==> src/rtl/cache_pkg.sv <==
// Shared cache definitions: refill FSM state encoding and geometry-derived widths.
package cache_pkg;

  typedef enum logic [2:0] {
    ST_IDLE       = 3'd0,
    ST_WRITEBACK  = 3'd1,
    ST_FETCH_REQ  = 3'd2,
    ST_FETCH_WAIT = 3'd3,
    ST_FILL       = 3'd4
  } refill_state_t;

  function automatic int offset_w(input int block_size);
    return $clog2(block_size);
  endfunction

  function automatic int index_w(input int num_sets);
    return $clog2(num_sets);
  endfunction

  function automatic int tag_w(input int address_width, input int num_sets, input int block_size);
    return address_width - $clog2(num_sets) - $clog2(block_size);
  endfunction

  function automatic int block_bits(input int block_size);
    return block_size * 8;
  endfunction

endpackage

==> src/rtl/victim_select.sv <==
// Victim way picker: lowest-index invalid way, or the round-robin way when the set is full.
module victim_select #(
  parameter int NUM_WAYS = 4,
  localparam int PTR_W = $clog2(NUM_WAYS)
)(
  input  logic [NUM_WAYS-1:0] way_valid,
  input  logic [PTR_W-1:0]    rr_ptr,
  output logic [NUM_WAYS-1:0] victim
);

  logic [NUM_WAYS-1:0] first_free;
  logic                all_valid;

  // Scanning downwards leaves the lowest free way as the survivor.
  always_comb begin
    first_free = '0;
    for (int i = NUM_WAYS - 1; i >= 0; i--) begin
      if (!way_valid[i]) begin
        first_free    = '0;
        first_free[i] = 1'b1;
      end
    end
  end

  assign all_valid = &way_valid;

  for (genvar gi = 0; gi < NUM_WAYS; gi++) begin : g_way
    assign victim[gi] = all_valid ? (rr_ptr == PTR_W'(gi)) : first_free[gi];
  end

endmodule

==> src/rtl/way_refill_ctrl.sv <==
// Cache miss refill sequencer: victim choice, optional dirty writeback, block fetch and way fill.
// Writeback support is compiled in only when WAY_REFILL_WB_EN is defined (write-through otherwise).
module way_refill_ctrl
  import cache_pkg::*;
#(
  parameter int NUM_WAYS      = 4,
  parameter int ADDRESS_WIDTH = 32,
  parameter int BLOCK_SIZE    = 32,
  parameter int NUM_SETS      = 64,
  localparam int OFFSET_W   = offset_w(BLOCK_SIZE),
  localparam int INDEX_W    = index_w(NUM_SETS),
  localparam int TAG_W      = tag_w(ADDRESS_WIDTH, NUM_SETS, BLOCK_SIZE),
  localparam int BLOCK_BITS = block_bits(BLOCK_SIZE)
)(
  input  logic                      clk,
  input  logic                      reset,
  input  logic                      miss_valid,
  output logic                      miss_ready,
  input  logic [TAG_W-1:0]          miss_tag,
  input  logic [INDEX_W-1:0]        miss_index,
  input  logic [NUM_WAYS-1:0]       way_valid,
  input  logic [NUM_WAYS-1:0]       way_dirty,
  input  logic [NUM_WAYS*TAG_W-1:0] way_tags,
  input  logic [BLOCK_BITS-1:0]     wb_data,
  output logic                      mem_req_valid,
  input  logic                      mem_req_ready,
  output logic                      mem_req_write,
  output logic [ADDRESS_WIDTH-1:0]  mem_req_addr,
  output logic [BLOCK_BITS-1:0]     mem_req_wdata,
  input  logic                      mem_rsp_valid,
  input  logic [BLOCK_BITS-1:0]     mem_rsp_data,
  output logic                      fill_en,
  output logic [NUM_WAYS-1:0]       fill_way,
  output logic [INDEX_W-1:0]        fill_index,
  output logic [TAG_W-1:0]          fill_tag,
  output logic [BLOCK_BITS-1:0]     fill_data,
  output logic                      busy,
  output logic                      done
);

  localparam int PTR_W = $clog2(NUM_WAYS);

  refill_state_t         state_reg, state_next;
  logic [TAG_W-1:0]      tag_reg;
  logic [INDEX_W-1:0]    index_reg;
  logic [NUM_WAYS-1:0]   victim_reg;
  logic                  used_rr_reg;
  logic [BLOCK_BITS-1:0] data_reg;
  logic [PTR_W-1:0]      rr_ptr_reg;
  logic [NUM_WAYS-1:0]   victim;
  logic                  accept;
  logic                  wb_needed;

  victim_select #(.NUM_WAYS(NUM_WAYS)) u_victim_select (
    .way_valid (way_valid),
    .rr_ptr    (rr_ptr_reg),
    .victim    (victim)
  );

  assign miss_ready = (state_reg == ST_IDLE);
  assign accept     = miss_valid && miss_ready;

`ifdef WAY_REFILL_WB_EN
  logic [TAG_W-1:0] victim_tag_reg;
  logic [TAG_W-1:0] victim_tag;

  always_comb begin
    victim_tag = '0;
    for (int i = 0; i < NUM_WAYS; i++) begin
      if (victim[i]) victim_tag = way_tags[i*TAG_W +: TAG_W];
    end
  end

  assign wb_needed = |(victim & way_valid & way_dirty);

  always_ff @(posedge clk) begin
    if (reset) victim_tag_reg <= '0;
    else if (accept) victim_tag_reg <= victim_tag;
  end
`else
  logic unused_wb_inputs;
  assign unused_wb_inputs = ^{way_dirty, way_tags, wb_data};
  assign wb_needed        = 1'b0;
`endif

  always_comb begin
    state_next = state_reg;
    case (state_reg)
      ST_IDLE:       if (miss_valid) state_next = wb_needed ? ST_WRITEBACK : ST_FETCH_REQ;
`ifdef WAY_REFILL_WB_EN
      ST_WRITEBACK:  if (mem_req_ready) state_next = ST_FETCH_REQ;
`endif
      ST_FETCH_REQ:  if (mem_req_ready) state_next = ST_FETCH_WAIT;
      ST_FETCH_WAIT: if (mem_rsp_valid) state_next = ST_FILL;
      ST_FILL:       state_next = ST_IDLE;
      default:       state_next = ST_IDLE;
    endcase
  end

  always_ff @(posedge clk) begin
    if (reset) begin
      state_reg   <= ST_IDLE;
      tag_reg     <= '0;
      index_reg   <= '0;
      victim_reg  <= '0;
      used_rr_reg <= 1'b0;
      data_reg    <= '0;
      rr_ptr_reg  <= '0;
    end else begin
      state_reg <= state_next;
      if (accept) begin
        tag_reg     <= miss_tag;
        index_reg   <= miss_index;
        victim_reg  <= victim;
        used_rr_reg <= &way_valid;
      end
      if (state_reg == ST_FETCH_WAIT && mem_rsp_valid) data_reg <= mem_rsp_data;
      // Only refills that evicted by round-robin move the pointer on.
      if (state_reg == ST_FILL && used_rr_reg) rr_ptr_reg <= rr_ptr_reg + PTR_W'(1);
    end
  end

  always_comb begin
    mem_req_valid = (state_reg == ST_FETCH_REQ);
    mem_req_write = 1'b0;
    mem_req_wdata = '0;
    mem_req_addr  = '0;
    if (state_reg == ST_FETCH_REQ) mem_req_addr = {tag_reg, index_reg, {OFFSET_W{1'b0}}};
`ifdef WAY_REFILL_WB_EN
    if (state_reg == ST_WRITEBACK) begin
      mem_req_valid = 1'b1;
      mem_req_write = 1'b1;
      mem_req_wdata = wb_data;
      mem_req_addr  = {victim_tag_reg, index_reg, {OFFSET_W{1'b0}}};
    end
`endif
  end

  assign fill_en    = (state_reg == ST_FILL);
  assign done       = fill_en;
  assign busy       = (state_reg != ST_IDLE);
  assign fill_way   = fill_en ? victim_reg : '0;
  assign fill_index = fill_en ? index_reg : '0;
  assign fill_tag   = fill_en ? tag_reg : '0;
  assign fill_data  = fill_en ? data_reg : '0;

endmodule

==> config.mk <==
export PLATFORM = sky130hd
export DESIGN_NAME = way_refill_ctrl
export DESIGN_NICKNAME = d
export VERILOG_FILES = /design/src/rtl/cache_pkg.sv /design/src/rtl/victim_select.sv /design/src/rtl/way_refill_ctrl.sv
export SDC_FILE = /design/constraint.sdc
export NUM_CORES = 1
export LEC_CHECK = 0
export BUFFER_PORTS_ARGS = -buffer_cell sky130_fd_sc_hd__buf_2
export CORE_AREA = 5 5 469 471
export CTS_CLUSTER_DIAMETER = 30
export CTS_CLUSTER_SIZE = 28
export DETAILED_ROUTE_END_ITERATION = 7
export DIE_AREA = 0 0 474 476
export MAX_ROUTING_LAYER = met4
export SLEW_MARGIN = 40
export SYNTH_ARGS = -nofsm -noshare
export SYNTH_HDL_FRONTEND = slang
export SYNTH_HIERARCHICAL = 1
export SYNTH_SLANG_ARGS = --single-unit
export TNS_END_PERCENT = 1
==> constraint.sdc <==
create_clock -name clk -period 1.4 [get_ports clk]
set_input_delay 0.07 -clock clk [delete_from_list [all_inputs] [get_ports clk]]
set_output_delay 0.07 -clock clk [all_outputs]
set_load 0.01 [all_outputs]
* Yosys cells after proc, flatten, opt, wreduce, memory -nomap -nowiden
Index checks and enable logic that the tools add are counted.
** Storage, ports and cells
- Output and inout port bits :: 581
- Register bits :: 293
- Bits of input ports :: 636
- Word-level logic and storage cells :: 42
** Operators by class
- Equal/unequal tests :: 9
- $add $sub $neg :: 1
- Reductions and logical operators :: 8
- Muxes and demuxes :: 17
** Operator list (count)
- 256-bit two-way mux :: 1
- 32-bit two-way mux :: 1
- 21-bit two-way mux :: 1
- 4-bit two-way mux :: 5
- 3-bit two-way mux :: 3
- 3-bit one-hot mux with 3 select lines :: 1
- 3-bit by 2-bit == test with 1-bit output, second input constant :: 2
- 6-bit two-way mux :: 1
- 2-bit == test, second input constant :: 2
- 1-bit two-way mux :: 4
- 2-bit != test, second input constant :: 2
- 4-bit AND reduction :: 1
- 3-bit == test, second input constant :: 1
- 1-bit logical AND :: 3
- 3-bit zero test :: 1
- 3-bit AND reduction :: 1
- 3-bit nonzero test :: 1
- 2-bit by 1-bit adder with 2-bit output, second input constant :: 1
- 2-bit by 1-bit == test with 1-bit output, second input constant :: 1
- 2-bit zero test :: 1
- 2-bit by 1-bit != test with 1-bit output, second input constant :: 1

* Logic depth before layout (Yosys ltp)
Gate-level depths: netlist (run 1).
- Word-level depth :: 5
- Gate-level depth with buffers :: 7
- Gate-level depth less buffers :: 4

* By module
Netlist (run 1), hierarchy kept.
** By module, submodules not included
- way_refill_ctrl :: cells each 1892, area an instance 14233.7 um^2, sequential area each 5865.6 um^2, times used 1
- victim_select :: cells each 11, area an instance 81.3 um^2, sequential area each 0.0 um^2, times used 1

* Worst setup path after synthesis (run 1)
No wires, ideal clock.
- Kind :: reg-to-reg
- From :: reg state_reg[1]
- To :: reg index_reg[0]
- Arrival time :: 1.310 ns
- Path slack :: -0.042 ns
- Clock period less this slack :: 1.442 ns
- Path buffers :: 3
- Library setup time :: 0.132 ns
- Cell stages (with the launch flop) :: 7
- Data required time :: 1.268 ns
- Path through :: dfxtp_1 buf_2 or4b_1 buf_2 buf_6 nand2_1 a21oi_1
** On the way
- Cells in the longest elaborated chain, start to end :: 2
** Ends and longest elaborated chain
- from (decl) :: RTL line way_refill_ctrl.sv:43 : refill_state_t state_reg, state_next;
- from (signal assigned) :: RTL line way_refill_ctrl.sv:110 : state_reg <= state_next;
- 3-bit zero test :: RTL line way_refill_ctrl.sv:60 : assign miss_ready = (state_reg == ST_IDLE);
- 1-bit logical AND :: RTL line way_refill_ctrl.sv:61 : assign accept = miss_valid && miss_ready;
- to (signal assigned) :: RTL line way_refill_ctrl.sv:113 : index_reg <= miss_index;
- to (decl) :: RTL line way_refill_ctrl.sv:45 : logic [INDEX_W-1:0] index_reg;
No other way between the ends.
A chain may end at the register's enable or synchronous reset.

* Final worst setup path (run 1)
- From :: reg state_reg[1]
- To :: out fill_data[12]
** On the way
- Cells in the longest elaborated chain, start to end :: 2
** Ends and longest elaborated chain
- 3-bit == test :: RTL line way_refill_ctrl.sv:139 : assign fill_en = (state_reg == ST_FILL);
- 256-bit two-way mux :: RTL line way_refill_ctrl.sv:145 : assign fill_data = fill_en ? data_reg : '0;
- to (decl) :: RTL line way_refill_ctrl.sv:36 : output logic [BLOCK_BITS-1:0] fill_data,
No other way between the ends.

==> results of run 1 <==
[worst max path at each step]
stage | startpoint | to | cells past startpoint
floorplan | state_reg[0] | index_reg[0] | 6
CTS | state_reg[2] | mem_req_addr[10] | 6
detailed placement | state_reg[1] | fill_data[97] | 5
finish | state_reg[1] | fill_data[12] | 7
global route | state_reg[1] | fill_data[12] | 7
global placement | state_reg[1] | fill_data[97] | 5
[power breakdown]
part,switching [mW],leakage (nW),internal (mW),total (mW)
sequential,0.138,2.37,8.49,8.62
clock,6.71,1.63,16.0,22.7
combinational,1.44,7.47,1.16,2.61
[cells by family after synthesis]
family                    share of synthesized area (%)
other                                           0.02620
and+or+nand+nor                                   29.98
buffers and inverters                             18.35
xor gates and xnor gates                        0.06119
AOI/OAI and AO/OA                                 10.45
DFF                                               40.98
muxes                                            0.1486
[metal layers]
layer,share of wire [%],vias up
met5,0,-
met2,50,748
met4,2.3,0
li1,-,7652
met1,38,7304
met3,9.1,141
[layout by cell type, fill, tap and decap left out, drive strengths merged]
cell type / instances
nand2b: 1
clkbuf: 119
or3: 1
mux2i: 1
nand4b: 1
diode: 139
and2: 314
nor4b: 1
and4: 1
bufbuf: 1
nor3: 2
mux2: 1
clkinv: 22
o41ai: 1
or4b: 1
clkinvlp: 11
inv: 9
nor2b: 2
buf: 703
and4bb: 1
nand3: 1
conb: 262
xnor2: 1
nor2: 4
o32ai: 1
and4b: 1
dlygate4sd3: 291
dfxtp: 293
a211oi: 1
nand3b: 1
nor3b: 1
nand2: 581
bufinv: 17
a21oi: 290
[cell type report]
| cell class | count | area [sq um] |
|---|---|---|
| fillers | 24850 | 187100 |
| repair buffers | 998 | 8292 |
| clock buffers | 116 | 2552 |
| flip-flops and latches | 293 | 5872 |
| multi-input cells | 1472 | 7078 |
| clock inverters | 55 | 830.8 |
| diodes | 139 | 347.8 |
| inverters | 4 | 15.01 |
| well taps | 2854 | 3571 |
[repair_timing]
| item | CTS | global route |
|---|---|---|
| cloned | 4 | 3 |
| pin swaps | 14 | 16 |
| setup endpoints to repair | 601 | 610 |
| resized for setup | 238 | 128 |
| setup buffers | 10 | 7 |
| hold buffers | 291 | 0 |
| endpoints found under the hold margin | 293 | 0 |
[synthesized netlist by cell type (all sizes together)]
cell type / n
o32ai: 1
nand4b: 1
and4bb: 1
o41ai: 1
nor2b: 2
a211oi: 1
dfxtp: 293
and2: 314
nor3: 2
nand3: 1
nor2: 4
mux2i: 1
inv: 4
buf: 332
or3: 1
nor3b: 1
nand2: 581
mux2: 1
xnor2: 1
clkbuf: 63
nand3b: 1
nor4b: 1
and4b: 1
or4b: 1
and4: 1
nand2b: 1
conb: 1
a21oi: 290
[worst max-delay path, cell delays in order, from the launching register on]
cell	delay, ns
sky130_fd_sc_hd__dfxtp_4	0.34
sky130_fd_sc_hd__nor3b_4	0.24
sky130_fd_sc_hd__buf_6	0.16
sky130_fd_sc_hd__buf_12	0.15
sky130_fd_sc_hd__buf_12	0.13
sky130_fd_sc_hd__clkbuf_16	0.14
sky130_fd_sc_hd__and2_1	0.12
sky130_fd_sc_hd__buf_2	0.12
==> results.json, run 1 <==
{
  "criticalPathCategory": "flip-flop to primary output",
  "global_route_wire_length_before_repair_mm": 149.6,
  "final_core_util_pct": 13.24,
  "synth.yosys.warnings": 6,
  "status": "finished with violations",
  "worst_skew_pair.late_latency_ns": 0.68,
  "leakage_power_nw": 11.47,
  "worst_hold_path.endpoint": "data_reg[243]",
  "fmaxAchievable_mhz": 456.6,
  "setup_viol": 608,
  "synthDominantCellAreaShare_pct": 40.98,
  "drtPass1Iterations": 5,
  "die_h_microns": 476,
  "grt.met3_usage_pct": 4.050,
  "vias_per_cell": 2.672,
  "number_of_flip_flops_under_the_largest_register_name": 256,
  "numPortBuffers": 610,
  "die_width_microns": 474,
  "crit_fanout": 8,
  "crit-reg2reg-capture": "index_reg[2]",
  "detailed_place.area_sq_um": 20270,
  "p_total_mw": 33.90,
  "floorplan.die_area_sq_um": 225600,
  "regToRegStartpoint": "state_reg[1]",
  "ir_drop_mv": 0.7900,
  "drc_errors": 0,
  "min-delay-path-class": "input port to flip-flop",
  "hold_path_startpoint": "mem_rsp_data[243]",
  "worst_ep_required_time_ns": 1.33,
  "post-place-cells": 5307,
  "cts_tree": "built",
  "gr-total-overflow": 0,
  "maximum_number_of_pins_on_one_net_before_global_route_repair": 73,
  "number_of_max_cap_violations": 0,
  "dp_worst_setup_slack_ns": -0.1929,
  "synth_cell_types": 31,
  "number_of_cells_on_the_worst_hold_path": 4,
  "syn_inst": 1903,
  "drv_slew": 0,
  "cts.reportedPaths.clkPinSlew_ns": 0.04,
  "power-per-cell-area_nw_per_um2": 1187,
  "setup_total_negative_slack_ns": -273.98,
  "clockBufferDepth": 3,
  "hold_slack_ns": 0.1709,
  "place.gp.congestion": 0.7047,
  "synthToLayoutAreaGrowth_pct": 99.50,
  "critPathArrivalTime_ns": 2.12,
  "period_needed_ns": 2.190,
  "floorplan.initialDensity_pct": 6.638,
  "start_kind": "flip-flop",
  "r2r_cells": 6,
  "clk_root_buffer_cell": "sky130_fd_sc_hd__clkbuf_16",
  "fin_worst_skew_ns": 0.02143,
  "htreeDepth": 3,
  "r2r_setup_slack_ns": -0.37,
  "synth.top_cells.by_area": "sky130_fd_sc_hd__dfxtp_1, sky130_fd_sc_hd__nand2_1, sky130_fd_sc_hd__buf_4, sky130_fd_sc_hd__and2_1, sky130_fd_sc_hd__a21oi_1",
  "total_grt_usage_pct": 10.44,
  "wl_mm": 120.9,
  "end_kind": "primary output",
  "nets": 3497,
  "post_drt_wl_per_cell_microns": 20.38,
  "ant_nets": 0,
  "avgSynthCellArea_sq_um": 7.522,
  "synth_seq_cells": 293,
  "cts_inserted_buffers": 92,
  "hpwl_mm": 104.0,
  "grt_antenna_before_repair": 167,
  "period_share_pct": 156.4,
  "final_layout_size_suffix_gt1_share_pct": 32.95,
  "rsz0062_at_grt": "true",
  "final_hold_viol_count": 0,
  "first_iter_violations": 636,
  "final-instance-count-excl-fill": 5931,
  "placementRows": 171,
  "fin_ws_ns": -0.7903,
  "design.portCount": 1217,
  "groute.layer.met2.usage_pct": 18.30,
  "fin_area_sq_um": 28560,
  "violations": "negative setup slack",
  "netlist.top_cell.by_area": "sky130_fd_sc_hd__dfxtp_1",
  "core_area_sq_um": 215700,
  "first_global_vias": 14900,
  "clock_sinks": 293,
  "seq_area_frac_synth_pct": 40.98,
  "vias": 15850,
  "grt_most_used_layer": "met2",
  "syn_area_sq_um": 14310,
  "grtUsageMet1_pct": 11.11
}
Note: power is estimated with default switching activity, not from simulation.
==> run 2, diff against run 1 <==
- CORE_AREA: 5 5 469 471 -> 5 5 468 470
- DIE_AREA: 0 0 474 476 -> 0 0 473 475
- GPL_ROUTABILITY_DRIVEN: not set -> 0
- SKIP_LAST_GASP: not set -> 1
- clock period: 1.4 -> 2.7 ns (I/O delays scaled with it)
==> run 2 against run 1 <==
Effect of this change:
- the flow now finishes without violations
- global-route usage rose by 0.31 points
- power shrank 46%
- register-to-register slack better by 0.50 ns
- combinational power down 51%
- setup slack better by 0.92 ns
- clock skew rose by 0.025 ns
- worst hold slack lost 0.042 ns
- flip-flop and latch count unchanged
- critical path depth decreased by 2
- final cell count rose by 0.22%
==> results.json, run 2 (same netlist as run 1, synthesis figures left out) <==
{
  "status": "completed",
  "htreeDepth": 3,
  "leakage_power_nw": 11.45,
  "maximum_number_of_pins_on_one_net_before_global_route_repair": 100,
  "slew-limit-headroom_pct": 59.94,
  "setup_total_negative_slack_ns": 0,
  "first_global_vias": 15140,
  "most_used_cells_in_the_layout_excluding_fill_and_tap_cells": "sky130_fd_sc_hd__buf_2, sky130_fd_sc_hd__nand2_1, sky130_fd_sc_hd__dlygate4sd3_1, sky130_fd_sc_hd__and2_1, sky130_fd_sc_hd__dfxtp_1",
  "post_drt_wl_per_cell_microns": 20.65,
  "period_share_pct": 95.18,
  "hpwl_mm": 103.7,
  "worst_skew_pair.late_latency_ns": 0.73,
  "fin_worst_skew_ns": 0.04606,
  "crit_path_cells": "and4b_4 -> buf_12 -> nand2_1 -> a21oi_1 -> dlygate4sd3_1",
  "ant_nets": 0,
  "setup_viol": 0,
  "layout.cells.most_common": "sky130_fd_sc_hd__buf_2",
  "fin_area_sq_um": 27410,
  "number_of_flip_flops_under_the_largest_register_name": 256,
  "r2r_cells": 5,
  "criticalPathCategory": "flip-flop to flip-flop",
  "core_area_sq_um": 214000,
  "cts.reportedPaths.clkPinSlew_ns": 0.04,
  "regToRegStartpoint": "state_reg[1]",
  "global_route_wire_length_before_repair_mm": 152.2,
  "numPortBuffers": 610,
  "worst_pin_slew_ns": 0.6001,
  "hold_path_startpoint": "miss_valid",
  "total_grt_usage_pct": 10.75,
  "critical_path.startpoint": "state_reg[1]",
  "crit_fanout": 99,
  "ir_drop_mv": 0.4439,
  "die_width_microns": 473,
  "p_total_mw": 18.20,
  "fmaxAchievable_mhz": 389.1,
  "number_of_cells_on_the_worst_hold_path": 5,
  "worst_ep_required_time_ns": 3.35,
  "end_kind": "flip-flop",
  "floorplan.initialDensity_pct": 6.690,
  "power-per-cell-area_nw_per_um2": 664.2,
  "gr-total-overflow": 0,
  "min-delay-path-class": "input port to flip-flop",
  "final_layout_size_suffix_gt1_share_pct": 27.96,
  "timing.critical_path.slowest_stage_cell": "sky130_fd_sc_hd__dfxtp_1",
  "clockBufferDepth": 3,
  "die_h_microns": 475,
  "period_needed_ns": 2.570,
  "wl_mm": 122.7,
  "number_of_max_cap_violations": 0,
  "design.portCount": 1217,
  "critPathMaxStageDelay_ns": 0.57,
  "detailed_place.area_sq_um": 19760,
  "clk_root_buffer_cell": "sky130_fd_sc_hd__clkbuf_16",
  "clock_sinks": 293,
  "final_hold_viol_count": 0,
  "drv_slew": 0,
  "start_kind": "flip-flop",
  "synthToLayoutAreaGrowth_pct": 91.45,
  "nets": 3508,
  "rsz0062_at_grt": "false",
  "cts_tree": "built",
  "placementRows": 170,
  "critPathArrivalTime_ns": 3.22,
  "cts_inserted_buffers": 98,
  "vias": 15890,
  "grt_antenna_before_repair": 185,
  "first_iter_violations": 582,
  "vias_per_cell": 2.673,
  "floorplan.die_area_sq_um": 224700,
  "drc_errors": 0,
  "drtPass1Iterations": 5
}
## run 2: final timing paths
kind	to	slack, ns
min reg2reg	data_reg[186]	0.45
max reg2reg	data_reg[64]	0.13
max	data_reg[64]	0.13
min	used_rr_reg	0.13
## run 2: critical path: cells and delay by family (launching register included)
kind | cells | cell delay (ns)
flops | 1 | 0.57
simple gates | 2 | 0.71
buf+inv | 2 | 0.94
compound gates | 1 | 0.17
## run 2: repair_timing
item / CTS / global route
endpoints found under the setup margin: 105 / 88
hold buffers: 356 / 0
endpoints found under the hold margin: 293 / 0
resized for setup: 1 / 1
setup buffers: 2 / 0
pin swaps: 1 / 0
cloned: 2 / 0
## run 2: cell type report
| type | instances | area (sq um) |
|---|---|---|
| inverter | 4 | 15.01 |
| tap | 2838 | 3551 |
| clock inverter | 50 | 842.1 |
| antenna | 152 | 380.4 |
| clock buffer | 132 | 2770 |
| timing repair buffer | 1003 | 7154 |
| fill | 24800 | 186600 |
| multi-input combinational | 1472 | 6825 |
| sequential | 293 | 5868 |
## run 2: per-stage QoR
step                util (%)  setup slack (ns)  instances  hold slack [ns]
global route           12.79          0.006378       5928           0.1151
global placement       9.236            0.5637       5250           0.3781
detailed placement     9.236            0.5835       5250           0.3821
finish                 12.81            0.1301       5944           0.1285
CTS                    12.63           0.01942       5792          0.05937
floorplan                  -             1.257       2164           0.2710
## run 2: report_power, final
group | switching, mW | total (mW) | internal (mW) | leakage [nW]
Sequential | 0.0731 | 4.47 | 4.40 | 2.37
Combinational | 0.715 | 1.27 | 0.550 | 7.32
Clock | 3.69 | 12.5 | 8.78 | 1.77
## run 2: per-layer routing
metal / GRT usage (%) / wire [microns] / up-vias
met5: - / 0 / -
met4: 4.904 / 5843 / 0
met3: 4.615 / 12270 / 213
met2: 17.77 / 58500 / 781
met1: 11.10 / 46100 / 7229
li1: - / - / 7666
==> run 3, diff against run 2 <==
- CORE_AREA: 5 5 468 470 -> 2 2 478 480
- DIE_AREA: 0 0 473 475 -> 0 0 480 482
- SYNTH_HIERARCHICAL: 1 -> not set
==> run 3 against run 2 <==
Effect of this change:
- power shrank 3.0%
- final area about the same
- clock skew down 0.011 ns
- die area increased by 3.0%
- fmax shrank 1.5%
- largest cell class unchanged
==> results.json, run 3 <==
{
  "status": "completed",
  "number_of_flip_flops_under_the_largest_register_name": 256,
  "number_of_max_cap_violations": 0,
  "yosys_most_used_dff": "sky130_fd_sc_hd__dfxtp_1",
  "worst_skew_pair.late_latency_ns": 0.68,
  "setup_total_negative_slack_ns": 0,
  "combinationalPowerShare_pct": 7.2,
  "total_grt_usage_pct": 10.61,
  "crit_fanout": 84,
  "period_needed_ns": 2.610,
  "detailed_place.area_sq_um": 19900,
  "grtUsageMet1_pct": 11.13,
  "synth-edff-count": 0,
  "power-per-cell-area_nw_per_um2": 644.9,
  "worst_ep_required_time_ns": 2.57,
  "maximum_number_of_pins_on_one_net_before_global_route_repair": 118,
  "fin_ws_ns": 0.09033,
  "synthArstFlopShare_pct": 0,
  "synthMostInstantiatedCell": "sky130_fd_sc_hd__nand2_1",
  "worst_pin_slew_ns": 0.7442,
  "first_global_vias": 14510,
  "die_h_microns": 482,
  "min-delay-path-class": "input port to flip-flop",
  "drtPass1Iterations": 7,
  "numPortBuffers": 610,
  "internal_power_consumption_mw": 13.37,
  "hpwl_mm": 105.0,
  "avgSynthCellArea_sq_um": 7.489,
  "synthToLayoutAreaGrowth_pct": 92.33,
  "grt_antenna_before_repair": 176,
  "final_hold_viol_count": 0,
  "gr-total-overflow": 0,
  "cts_inserted_buffers": 95,
  "syn_area_sq_um": 14240,
  "post-place-cells": 5412,
  "synth_cell_types": 31,
  "final-instance-count-excl-fill": 6096,
  "global_route_wire_length_before_repair_mm": 153.0,
  "netlist.top_cell.by_area": "sky130_fd_sc_hd__dfxtp_1",
  "vias_per_cell": 2.594,
  "start_kind": "flip-flop",
  "slew-limit-headroom_pct": 50.39,
  "netSwitchingPower_mw": 4.285,
  "setup_viol": 0,
  "drc_errors": 0,
  "cts_tree": "built",
  "fin_worst_skew_ns": 0.03539,
  "grt_most_used_layer": "met2",
  "most_used_cells_in_the_layout_excluding_fill_and_tap_cells": "sky130_fd_sc_hd__buf_2, sky130_fd_sc_hd__nand2_1, sky130_fd_sc_hd__dlygate4sd3_1, sky130_fd_sc_hd__and2_1, sky130_fd_sc_hd__dfxtp_1",
  "leakage_power_nw": 11.34,
  "power_switching_share_pct": 24.27,
  "grt.met3_usage_pct": 5.105,
  "design.portCount": 1217,
  "ir_drop_mv": 0.3891,
  "criticalPathCategory": "flip-flop to primary output",
  "synth_seq_cells": 293,
  "synth.yosys.warnings": 0,
  "die_width_microns": 480,
  "htreeDepth": 3,
  "fin_area_sq_um": 27380,
  "floorplan.initialDensity_pct": 6.288,
  "wl_mm": 123.7,
  "r2r_setup_slack_ns": 0.13,
  "fmaxAchievable_mhz": 383.2,
  "vias": 15810,
  "synth.top_cells.by_area": "sky130_fd_sc_hd__dfxtp_1, sky130_fd_sc_hd__nand2_1, sky130_fd_sc_hd__buf_4, sky130_fd_sc_hd__and2_1, sky130_fd_sc_hd__a21oi_1",
  "synth_top_cells_by_count": "sky130_fd_sc_hd__nand2_1, sky130_fd_sc_hd__and2_1, sky130_fd_sc_hd__dfxtp_1",
  "cts.reportedPaths.clkPinSlew_ns": 0.04,
  "nets": 3503,
  "critPathArrivalTime_ns": 2.47,
  "end_kind": "primary output",
  "groute.layer.met2.usage_pct": 17.88,
  "first_iter_violations": 732,
  "clk_root_buffer_cell": "sky130_fd_sc_hd__clkbuf_16",
  "rsz0062_at_grt": "true",
  "drv_slew": 0,
  "syn_inst": 1901,
  "synthDominantCellAreaShare_pct": 41.20,
  "layout.cells.most_common": "sky130_fd_sc_hd__buf_2",
  "final_layout_size_suffix_gt1_share_pct": 27.67,
  "ant_nets": 0,
  "floorplan.die_area_sq_um": 231400,
  "dp_worst_setup_slack_ns": 0.5898,
  "clockBufferDepth": 3,
  "post_drt_wl_per_cell_microns": 20.29,
  "final_core_util_pct": 12.09,
  "period_share_pct": 96.65,
  "seqPwrFrac_pct": 25.3,
  "clkPwrFrac_pct": 67.6,
  "clock_sinks": 293,
  "seq_area_frac_synth_pct": 41.20,
  "placementRows": 175,
  "core_area_sq_um": 226400
}
run 3: cell types whose count changed after synthesis, moves of 4 or more:
cell	before	now
sky130_fd_sc_hd__a21oi_1	290	286
sky130_fd_sc_hd__clkbuf_1	43	89
sky130_fd_sc_hd__ha_1	0	4
sky130_fd_sc_hd__nand2_1	581	574
sky130_fd_sc_hd__buf_4	268	263
sky130_fd_sc_hd__clkbuf_2	20	0
sky130_fd_sc_hd__buf_2	61	40
run 3: stage by stage:
step	total power, mW	hold slack (ns)
CTS	17.99	0.001028
finish	17.66	0.09369
global route	18.34	0.08141
global placement	5.265	0.3812
floorplan	5.144	0.2437
detailed placement	5.273	0.3803
run 3: power groups by stage:
stage | combinational (mW) | sequential [mW] | clock [mW]
2_1_floorplan | 0.648 | 4.50 | 0
3_3_place_gp | 0.717 | 4.55 | 0
3_5_place_dp | 0.724 | 4.55 | 0
4_1_cts | 1.29 | 4.47 | 12.2
5_1_grt | 1.38 | 4.47 | 12.5
6_report | 1.26 | 4.46 | 11.9
run 3: cells by family (layout without fill, tap and decap cells):
logic type,after synthesis,in the layout,share of synthesized area [%]
multiplexers,2,2,0.1406
other,1,411,0.02634
AO/OA/AOI/OAI,291,291,10.36
buffers and inverters,401,1177,17.91
flip-flops,293,293,41.20
adder cells (fa/ha/maj),4,4,0.3515
AND/OR/NAND/NOR,908,908,29.95
XOR/XNOR,1,1,0.06153
run 3: final cells by class:
type                    instances  area [sq um]
clock inverters                53         784.5
fillers                     26240        199000
diodes                        149         372.9
multi-input cells            1468          6822
clock buffers                 119          2660
repair buffers                999          7089
flip-flops and latches        293          5867
inverters                       6         22.52
well taps                    3009          3765
run 3: repair_timing:
action,in CTS,in global routing
pin swaps,0,1
hold buffers,359,0
gates cloned,1,0
setup endpoints to repair,179,180
buffers inserted,3,0
endpoints found under the hold margin,290,0
gates resized for setup,0,2
run 3: path summary, 6_finish.rpt:
| check | from | end | cells past startpoint |
|---|---|---|---|
| max | state_reg[0] | fill_data[221] | 5 |
| min | miss_valid | victim_reg[1] | 4 |
| max reg2reg | state_reg[0] | data_reg[28] | 5 |
| min reg2reg | data_reg[145] | data_reg[145] | 2 |
run 3: layer usage:
layer | wire length, microns | vias up
li1 | - | 7639
met1 | 46420 | 7266
met2 | 60320 | 795
met3 | 14550 | 112
met4 | 2375 | 0
met5 | 0 | -
run 3: worst max-delay path, stage by stage, from the launching register on:
cell and delay [ns]:
sky130_fd_sc_hd__dfxtp_1 0.46, sky130_fd_sc_hd__nor3b_4 0.29, sky130_fd_sc_hd__buf_4 0.21, sky130_fd_sc_hd__buf_16 0.29, sky130_fd_sc_hd__and2_1 0.19, sky130_fd_sc_hd__buf_2 0.24
